File: src/rtl/keypad_pkg.sv
// keypad_pkg: shared state type, key map and row decode helper for the keypad scanner.
package keypad_pkg;

    typedef enum logic [1:0] {SCAN, DEBOUNCE, HELD, RELEASE} state_t;

    typedef struct packed {
        logic       single;
        logic [1:0] idx;
    } row_info_t;

    // Indexed as KEYMAP[column][row].
    localparam logic [3:0] KEYMAP [4][4] = '{
        '{4'h1, 4'h4, 4'h7, 4'h0},
        '{4'h2, 4'h5, 4'h8, 4'hF},
        '{4'h3, 4'h6, 4'h9, 4'hE},
        '{4'hA, 4'hB, 4'hC, 4'hD}
    };

    function automatic row_info_t row_info(input logic [3:0] r);
        row_info_t ri;
        ri.single = (r == 4'b1110) || (r == 4'b1101) || (r == 4'b1011) || (r == 4'b0111);
        ri.idx    = !r[0] ? 2'd0 : !r[1] ? 2'd1 : !r[2] ? 2'd2 : 2'd3;
        return ri;
    endfunction

endpackage

File: src/rtl/keypad_timer.sv
// keypad_timer: clearable saturating counter flagging when the count reaches a given limit.
module keypad_timer #(
    parameter int W = 8
) (
    input  logic         clk,
    input  logic         rst_n,
    input  logic         clr,
    input  logic [W-1:0] limit,
    output logic         tc
);

    logic [W-1:0] cnt;

    always_ff @(posedge clk or negedge rst_n) begin
        if (!rst_n)
            cnt <= '0;
        else
            cnt <= clr ? '0 : (&cnt ? cnt : cnt + W'(1));
    end

    assign tc = cnt >= limit;

endmodule

File: src/rtl/keypad_scanner.sv
// keypad_scanner: 4x4 matrix keypad column scanner with press/release debounce.
module keypad_scanner
    import keypad_pkg::*;
#(
    parameter int clk_freq    = 125_000_000,
    parameter int stable_time = 1000,
    parameter int scan_time   = 100
) (
    input  logic       clk,
    input  logic       rst_n,
    input  logic [3:0] row,
    output logic [3:0] col,
    output logic [3:0] key_code,
    output logic       key_valid,
    output logic       key_held
);

    localparam int STABLE_CYCLES = clk_freq / 1_000_000 * stable_time;
    localparam int SCAN_CYCLES   = clk_freq / 1_000_000 * scan_time;
    localparam int MAX_CYCLES    = STABLE_CYCLES > SCAN_CYCLES ? STABLE_CYCLES : SCAN_CYCLES;
    localparam int CNT_W         = MAX_CYCLES > 1 ? $clog2(MAX_CYCLES) : 1;
    localparam logic [CNT_W-1:0] STABLE_LIM = CNT_W'(STABLE_CYCLES - 1);
    localparam logic [CNT_W-1:0] SCAN_LIM   = CNT_W'(SCAN_CYCLES - 1);

    state_t     state, state_n;
    logic [1:0] idx, idx_n;
    logic [3:0] snap, snap_n, code_n;
    logic [3:0] sync1, row_s;
    logic       valid_n, clr, tc;
    logic [CNT_W-1:0] limit;
    row_info_t  ri;

    keypad_timer #(.W(CNT_W)) u_timer (
        .clk  (clk),
        .rst_n(rst_n),
        .clr  (clr),
        .limit(limit),
        .tc   (tc)
    );

    always_ff @(posedge clk or negedge rst_n) begin
        if (!rst_n) begin
            sync1     <= 4'b1111;
            row_s     <= 4'b1111;
            state     <= SCAN;
            idx       <= 2'd0;
            snap      <= 4'b1111;
            key_code  <= 4'h0;
            key_valid <= 1'b0;
        end else begin
            sync1     <= row;
            row_s     <= sync1;
            state     <= state_n;
            idx       <= idx_n;
            snap      <= snap_n;
            key_code  <= code_n;
            key_valid <= valid_n;
        end
    end

    assign ri = row_info(snap);

    always_comb begin
        state_n = state;
        idx_n   = idx;
        snap_n  = snap;
        code_n  = key_code;
        valid_n = 1'b0;
        clr     = 1'b0;
        limit   = state == SCAN ? SCAN_LIM : STABLE_LIM;
        case (state)
            SCAN: begin
                if (tc) begin
                    clr = 1'b1;
                    if (row_s == 4'b1111) begin
                        idx_n = idx + 2'd1;
                    end else begin
                        snap_n  = row_s;
                        state_n = DEBOUNCE;
                    end
                end
            end
            DEBOUNCE: begin
                if (row_s != snap) begin
                    clr     = 1'b1;
                    state_n = SCAN;
                end else if (tc) begin
                    clr     = 1'b1;
                    state_n = HELD;
                    // Multi-key chords are held off without reporting a code.
                    if (ri.single) begin
                        code_n  = KEYMAP[idx][ri.idx];
                        valid_n = 1'b1;
                    end
                end
            end
            HELD: begin
                if (row_s == 4'b1111) begin
                    clr     = 1'b1;
                    state_n = RELEASE;
                end
            end
            RELEASE: begin
                if (row_s != 4'b1111) begin
                    state_n = HELD;
                end else if (tc) begin
                    clr     = 1'b1;
                    idx_n   = idx + 2'd1;
                    state_n = SCAN;
                end
            end
            default: state_n = SCAN;
        endcase
    end

    assign col      = ~(4'b0001 << idx);
    assign key_held = (state == HELD) || (state == RELEASE);

endmodule
File: config.mk
export PLATFORM = sky130hd
export DESIGN_NAME = keypad_scanner
export DESIGN_NICKNAME = d
export VERILOG_FILES = /design/src/rtl/keypad_pkg.sv /design/src/rtl/keypad_timer.sv /design/src/rtl/keypad_scanner.sv
export SDC_FILE = /design/constraint.sdc
export NUM_CORES = 1
export LEC_CHECK = 0
export CORE_ASPECT_RATIO = 1.5
export CORE_MARGIN = 5
export CORE_UTILIZATION = 40
export CTS_BUF_LIST = sky130_fd_sc_hd__clkbuf_4 sky130_fd_sc_hd__clkbuf_8 sky130_fd_sc_hd__clkbuf_16
export DETAILED_ROUTE_END_ITERATION = 8
export PLACE_DENSITY = 0.59
export SETUP_SLACK_MARGIN = 0.3
export SYNTH_ARGS = -nofsm -noshare
export SYNTH_HDL_FRONTEND = slang
export SYNTH_HIERARCHICAL = 1
export SYNTH_SLANG_ARGS = --single-unit
File: constraint.sdc
create_clock -name clk -period 8.4 [get_ports clk]
set_clock_uncertainty 0.15 [all_clocks]
set_input_delay 2.1 -clock clk [delete_from_list [all_inputs] [get_ports clk]]
set_output_delay 2.1 -clock clk [all_outputs]
set_load 0.005 [all_outputs]
# --- Yosys cells after proc, flatten, opt, wreduce, memory -nomap -nowiden ---
# Cells that the tools add are included.
totals:
  word_cells: 83
  output_inout_bits: 10
  inputBits: 6
  regBits: 38
op_classes:
  n_lt_le_gt_ge: 3
  bitwise: 5
  mux: 34
  n_shift: 1
  eq_ne: 19
  reduce_logical: 11
  addsub: 2
ops:
  columns: ["operator", "n"]
  rows:
  - ["$mux 17", 3]
  - ["$bmux 16 s2", 1]
  - ["$mux 16", 2]
  - ["$mux 2", 13]
  - ["$add 17x1->17 const B", 1]
  - ["$ge 17x17->1", 1]
  - ["$reduce_and 17->1", 1]
  - ["$eq 4x4->1 const B", 4]
  - ["$ne 2x2->1 const B", 6]
  - ["$reduce_and 5->1", 2]
  - ["$mux 1", 9]
  - ["$bmux 4 s2", 1]
  - ["$mux 4", 2]
  - ["$pmux 2 s4", 1]
  - ["$ge 3x3->1 const B", 2]
  - ["$ne 3x3->1 const B", 2]
  - ["$not 2->3", 2]
  - ["$eq 2x2->1 const B", 2]
  - ["$eq 4x3->1 const B", 1]
  - ["$logic_or 1x1->1", 4]
  - ["$ne 4x4->1", 1]
  - ["$ne 4x4->1 const B", 1]
  - ["$not 4->4", 1]
  - ["$pmux 1 s4", 1]
  - ["10 further kinds", 11]

# --- Logic depth before layout (Yosys ltp) ---
depth:
  depth_word: 8
  depth_mapped: 18
  depth_no_buf: 14

# --- Cells and area by module ---
# The synthesis kept the hierarchy.
by_module_without_submodules:
  columns: ["module", "area_each_um2", "instances", "seq_area_each_um2", "cells_per_inst"]
  rows:
  - ["keypad_timer", 1320.0, 1, 425.4, 145]
  - ["keypad_scanner", 1074.8, 1, 540.5, 96]

# --- Least setup slack after synthesis ---
# OpenSTA, ideal clock, no wires.
synth_path:
  kind: "register to register"
  from: "register state[1]"
  to: "register u_timer.cnt[13]"
  required_time_ps: 8173
  synth_period_minus_slack_ps: 3510
  path_stages_with_launch: 18
  slack_ps: 4890
  path_buffers: 4
  setup_time_ps: 77
  t_arrival_ps: 3283
  path_cell_list: "dfrtp_1 -> clkbuf_1 -> nor2_1 -> inv_1 -> inv_1 -> ha_1 -> and4_1 -> o2111ai_1 -> o211ai_1 -> clkbuf_1 -> o21ba_2 -> o22ai_1 -> buf_6 -> nor2b_4 -> buf_6 -> or3_4 -> or3_1 -> a21oi_1"
synth_via:
  elab_chain_len: 7
  word_cells_on_any_way: 12
  cone_classes: "order compare: 1; eq/ne: 4; mux: 6; reduce/logical: 1"
synth_lines:
  columns: ["element", "line", "rtl"]
  rows:
  - ["start: declaration", "keypad_scanner.sv:25", "state_t state, state_n;"]
  - ["start signal: assignment", "keypad_scanner.sv:53", "state <= state_n;"]
  - ["$logic_not 2->1 (*)", "keypad_scanner.sv:70", "limit = state == SCAN ? SCAN_LIM : STABLE_LIM;"]
  - ["$mux 17 (*)", "keypad_scanner.sv:70", null]
  - ["net limit[12]", "keypad_scanner.sv:30", "logic [CNT_W-1:0] limit;"]
  - ["$ge 17x17->1 (*)", "keypad_timer.sv:21", "assign tc = cnt >= limit;"]
  - ["net tc", "keypad_scanner.sv:29", "logic valid_n, clr, tc;"]
  - ["$mux 1 (*)", "keypad_scanner.sv:73, keypad_scanner.sv:87, keypad_scanner.sv:106", null]
  - ["$mux 1 (on tied branches)", "keypad_scanner.sv:104, keypad_scanner.sv:84", null]
  - ["$pmux 1 s4 (*)", "keypad_scanner.sv:71", "case (state)"]
  - ["net clr", "keypad_scanner.sv:29", null]
  - ["$ne 2x2->1 (no line) or $mux 17 (tied branches)", null, null]
  - ["end signal: assignment", "keypad_timer.sv:18", "cnt <= clr ? '0 : (&cnt ? cnt : cnt + W'(1));"]
  - ["end: declaration", "keypad_timer.sv:12", "logic [W-1:0] cnt;"]
# The timed path passes the listed nets; every way through them passes the cells marked *.
# A chain may end at the register's enable or synchronous reset.

# --- Final worst setup path ---
# Same ends and word-level chain as after synthesis.

==> results.md <==
* Worst R2R Path Depth at 14
* CP startpoint: state[1]
* FFs w/ async S/R, synth at 100%
* Yosys cell types at between 50 and 60
* Post-synthesis compound-gate area fraction at approximately 11%
* Antenna violations before repair at 0
* Total CTS buffers at 5
* Period minus WS final at 3.88 ns
* Min-Delay Path Class: reg2reg
* GP Congestion at 0.798
* Area of the die at 7670 um2
* Post-synth top area cell: dfrtp_1
* R2r endpoint: u_timer/cnt[13]
* Design Area, Final at 2700 um2
* GRT Total Usage at between 10% and 20%
* R2R Path Start: state[1]
* Ys Warns at 6
* CTS resizes at 0
* Worst Setup End Kind: flip-flop
* Post-DRT Antenna Nets at 0
* Setup Total Neg Slack at 0 ns
* Main combinational cell family by area after synthesis: simple AND/OR/NAND/NOR gates
* Die Span Y at approximately 100 um
* CTS tree: yes
* Placed Area at 2590 um2
* #FFs+latches synth at 38
* CP startpoint kind: flip-flop
* Setup violations, final at 0
* Adder-Cell Fraction of Synth Area at between 10% and 20%
* Util after Layout at 46.2%
* Drt pass-1 iters at 4
* Horiz. Die Dim at 73.2 um
* Primary FF master, synth: dfrtp_1
* Core footprint at 5830 um2
* # Post-CTS Setup Buffers at 0
* Post-synthesis simple-gate area fraction at 17.5%
* FMAX at ~260 MHz
* Io pins at 16
* Overflow after GRT at 0
* Via Count at 1697
* Clock Pin Slew Worst Setup and Hold Paths at 0.08 ns
* Worst Max-Slew Pin Slew at 0.860 ns
* Unrepaired setup endpoints after global routing: no
* Syn_area_per_cell at 9.94 um2
* Pre-CTS WS at 4.55 ns
* Reg2reg setup slack at 4.52 ns
* Final setup margin at 4.52 ns
* P_leak at 1.23 nW
* Critical-path maximum fanout at 18
* Pin count of the biggest net entering global routing at 39
* Post-Synth XOR/XNOR Area at 6.58%
* Slew margin rel. at 42.7%
* Post-synthesis sequential area ratio at between 40% and 50%
* # diodes at 0
* Clock latency on the worst-skew pair at just under 0.3 ns
* Fin. max-slew vios at 0
* Clock tree buffer depth at 2
* Starting density of the core at 41.1%
* Starting DRT DRC Count at 62
* First-pass GRT wire length at about 7500 um
* Drt wl/cell at 13.1 um
* Num rows at 34
* Fin. Hold Viols at 0
* # Max-Cap Violations at 0
* Multiplexer share of the synthesized area at 4.08%
* Root buffer cell: clkbuf_8
* Post-synth top area share at 27.2%
* Maximum vdd ir drop at 0.0000715 V
* Clock sink count at 38
* Inst Count DP at 326
* Final cell count without fillers at 334
* Number of global-route vias before repair at 1592
* P per Cell Area at 127 nW/um2
* Share of cells above drive strength 1 at 13.7%
* Tcrit/Tclk final at roughly 46%
* IO buf count at 15
* Post-DP HPWL at 3380 um
* WS Path Type: reg2reg
* Status: complete, no violations
* Cells after synthesis at 241
* Largest cells by area after synthesis: dfrtp_1 27%, dfstp_2 13%, ha_1 13%, inv_1 4.5%, xnor2_1 4.0%
* # DRC at 0
* Worst endpoint required time at 8.47 ns
* Area Growth Syn to Fin at 12.5%
* Nets at 291
* Fill count at 567
* Synthesized area at 2390 um2
* Worst Path Arrival at 3.95 ns
* WL final at 4380 um
* CP endpoint: u_timer/cnt[13]
* DR vias/cell at between 5 and 6
* Hold buffers post-CTS at 0
* H-tree Lvls at 2
* Number of synthesized flops with an enable pin at 0
==> synth_stat cells, types with 2 or more instances <==
library cell and count:
mux2i_1 3, or3_1 3, nand4b_1 3, nor2b_1 2, mux2_2 5, inv_1 29
o22a_1 2, a211oi_1 3, or3_4 2, nand4_1 3, nor3_1 2, dfrtp_1 26
o22ai_1 2, nand2_1 11, ha_1 24, a21oi_1 12, and4_1 2, dfstp_2 12
o21ai_0 11, o211ai_1 3, nand3_1 8, buf_6 4, clkbuf_1 4, xnor2_1 11
xor2_1 7, nor2_1 18, conb_1 2, nor4_1 4
==> area by class of cell <==
class,count,area [um2],share of cell area (%)
multi-input cells,171,1270,47.3
well taps,72,90.1,3.34
clock inverters,2,10.0,0.371
inverters,29,109,4.04
clock buffers,6,93.8,3.48
flip-flops and latches,38,966,35.8
repair buffers,16,153,5.66
==> worst min path at each step <==
stage,start,to,cells after the start
floorplan,sync1[0],row_s[0],0
global placement,sync1[0],row_s[0],0
detailed placement,sync1[3],row_s[3],0
CTS,sync1[3],row_s[3],0
global route,sync1[0],row_s[0],0
finish,sync1[1],row_s[1],0
==> logic make-up (layout without fill, tap and decap cells) <==
group / count (synthesis) / in the layout
AND/OR/NAND/NOR: 69 / 69
AO/OA/AOI/OAI: 42 / 42
buffers and inverters: 39 / 53
flip-flops: 38 / 38
adder cells (fa/ha/maj): 24 / 24
XOR/XNOR: 18 / 18
multiplexers: 9 / 9
other: 2 / 9
==> cells in the final DEF, fill, tap and decap left out, types with 2 or more instances in the layout <==
cell type         n
clkinv_2          2
conb_1            9
nand3_1           8
or3_1             3
or3_4             2
nand4b_1          3
a211oi_1          3
nor3_1            2
a21oi_1          12
nor2_1           18
o22ai_1           2
o22a_1            2
dfrtp_1          26
inv_1            29
mux2_2            5
nand2_1          11
and4_1            2
clkbuf_8          5
clkdlybuf4s50_1  14
o21ai_0          11
xnor2_1          11
xor2_1            7
mux2i_1           3
nor2b_1           2
nor4_1            4
nand4_1           3
ha_1             24
o211ai_1          3
dfstp_2          12
==> critical path, cell delays in order (launching register included) <==
cell       delay (ns)
dfrtp_1          0.49
nor2_1           0.33
inv_1            0.19
inv_1            0.09
ha_1             0.14
and4_1           0.22
o2111ai_1        0.11
o211ai_1         0.52
o21ba_2          0.24
o22ai_1          0.12
buf_4            0.26
nor2b_4          0.09
or3_4            0.38
or3_1            0.31
a21oi_1          0.15
==> metal layers <==
metal	global-route usage, %	share of wire (%)	up-vias	wire length (um)
li1	-	-	857	-
met1	14.2	41	811	1800
met2	22.1	54	23	2380
met3	2.59	2.9	6	129
met4	4.22	1.7	0	74
met5	0	0	-	0
==> where the power goes <==
part | internal [mW] | total [mW] | switching, mW
logic | 0.00420 | 0.0116 | 0.00742
registers | 0.186 | 0.188 | 0.00123
clock network | 0.0755 | 0.143 | 0.0677
==> per-stage QoR <==
step	power, mW	hold WS (ns)
after floorplan	0.196	0.195
after detailed placement	0.203	0.197
after global routing	0.359	0.213
after global placement	0.203	0.196
final	0.343	0.208
after CTS	0.349	0.209
==> sequential cells by signal, indices dropped and copies added (netlist names) <==
signal	cells
u_timer/cnt	17
idx	2
key_valid	1
key_code	4
sync1	4
row_s	4
snap	4
state	2
No activity file was read; power rests on OpenSTA's default activity.
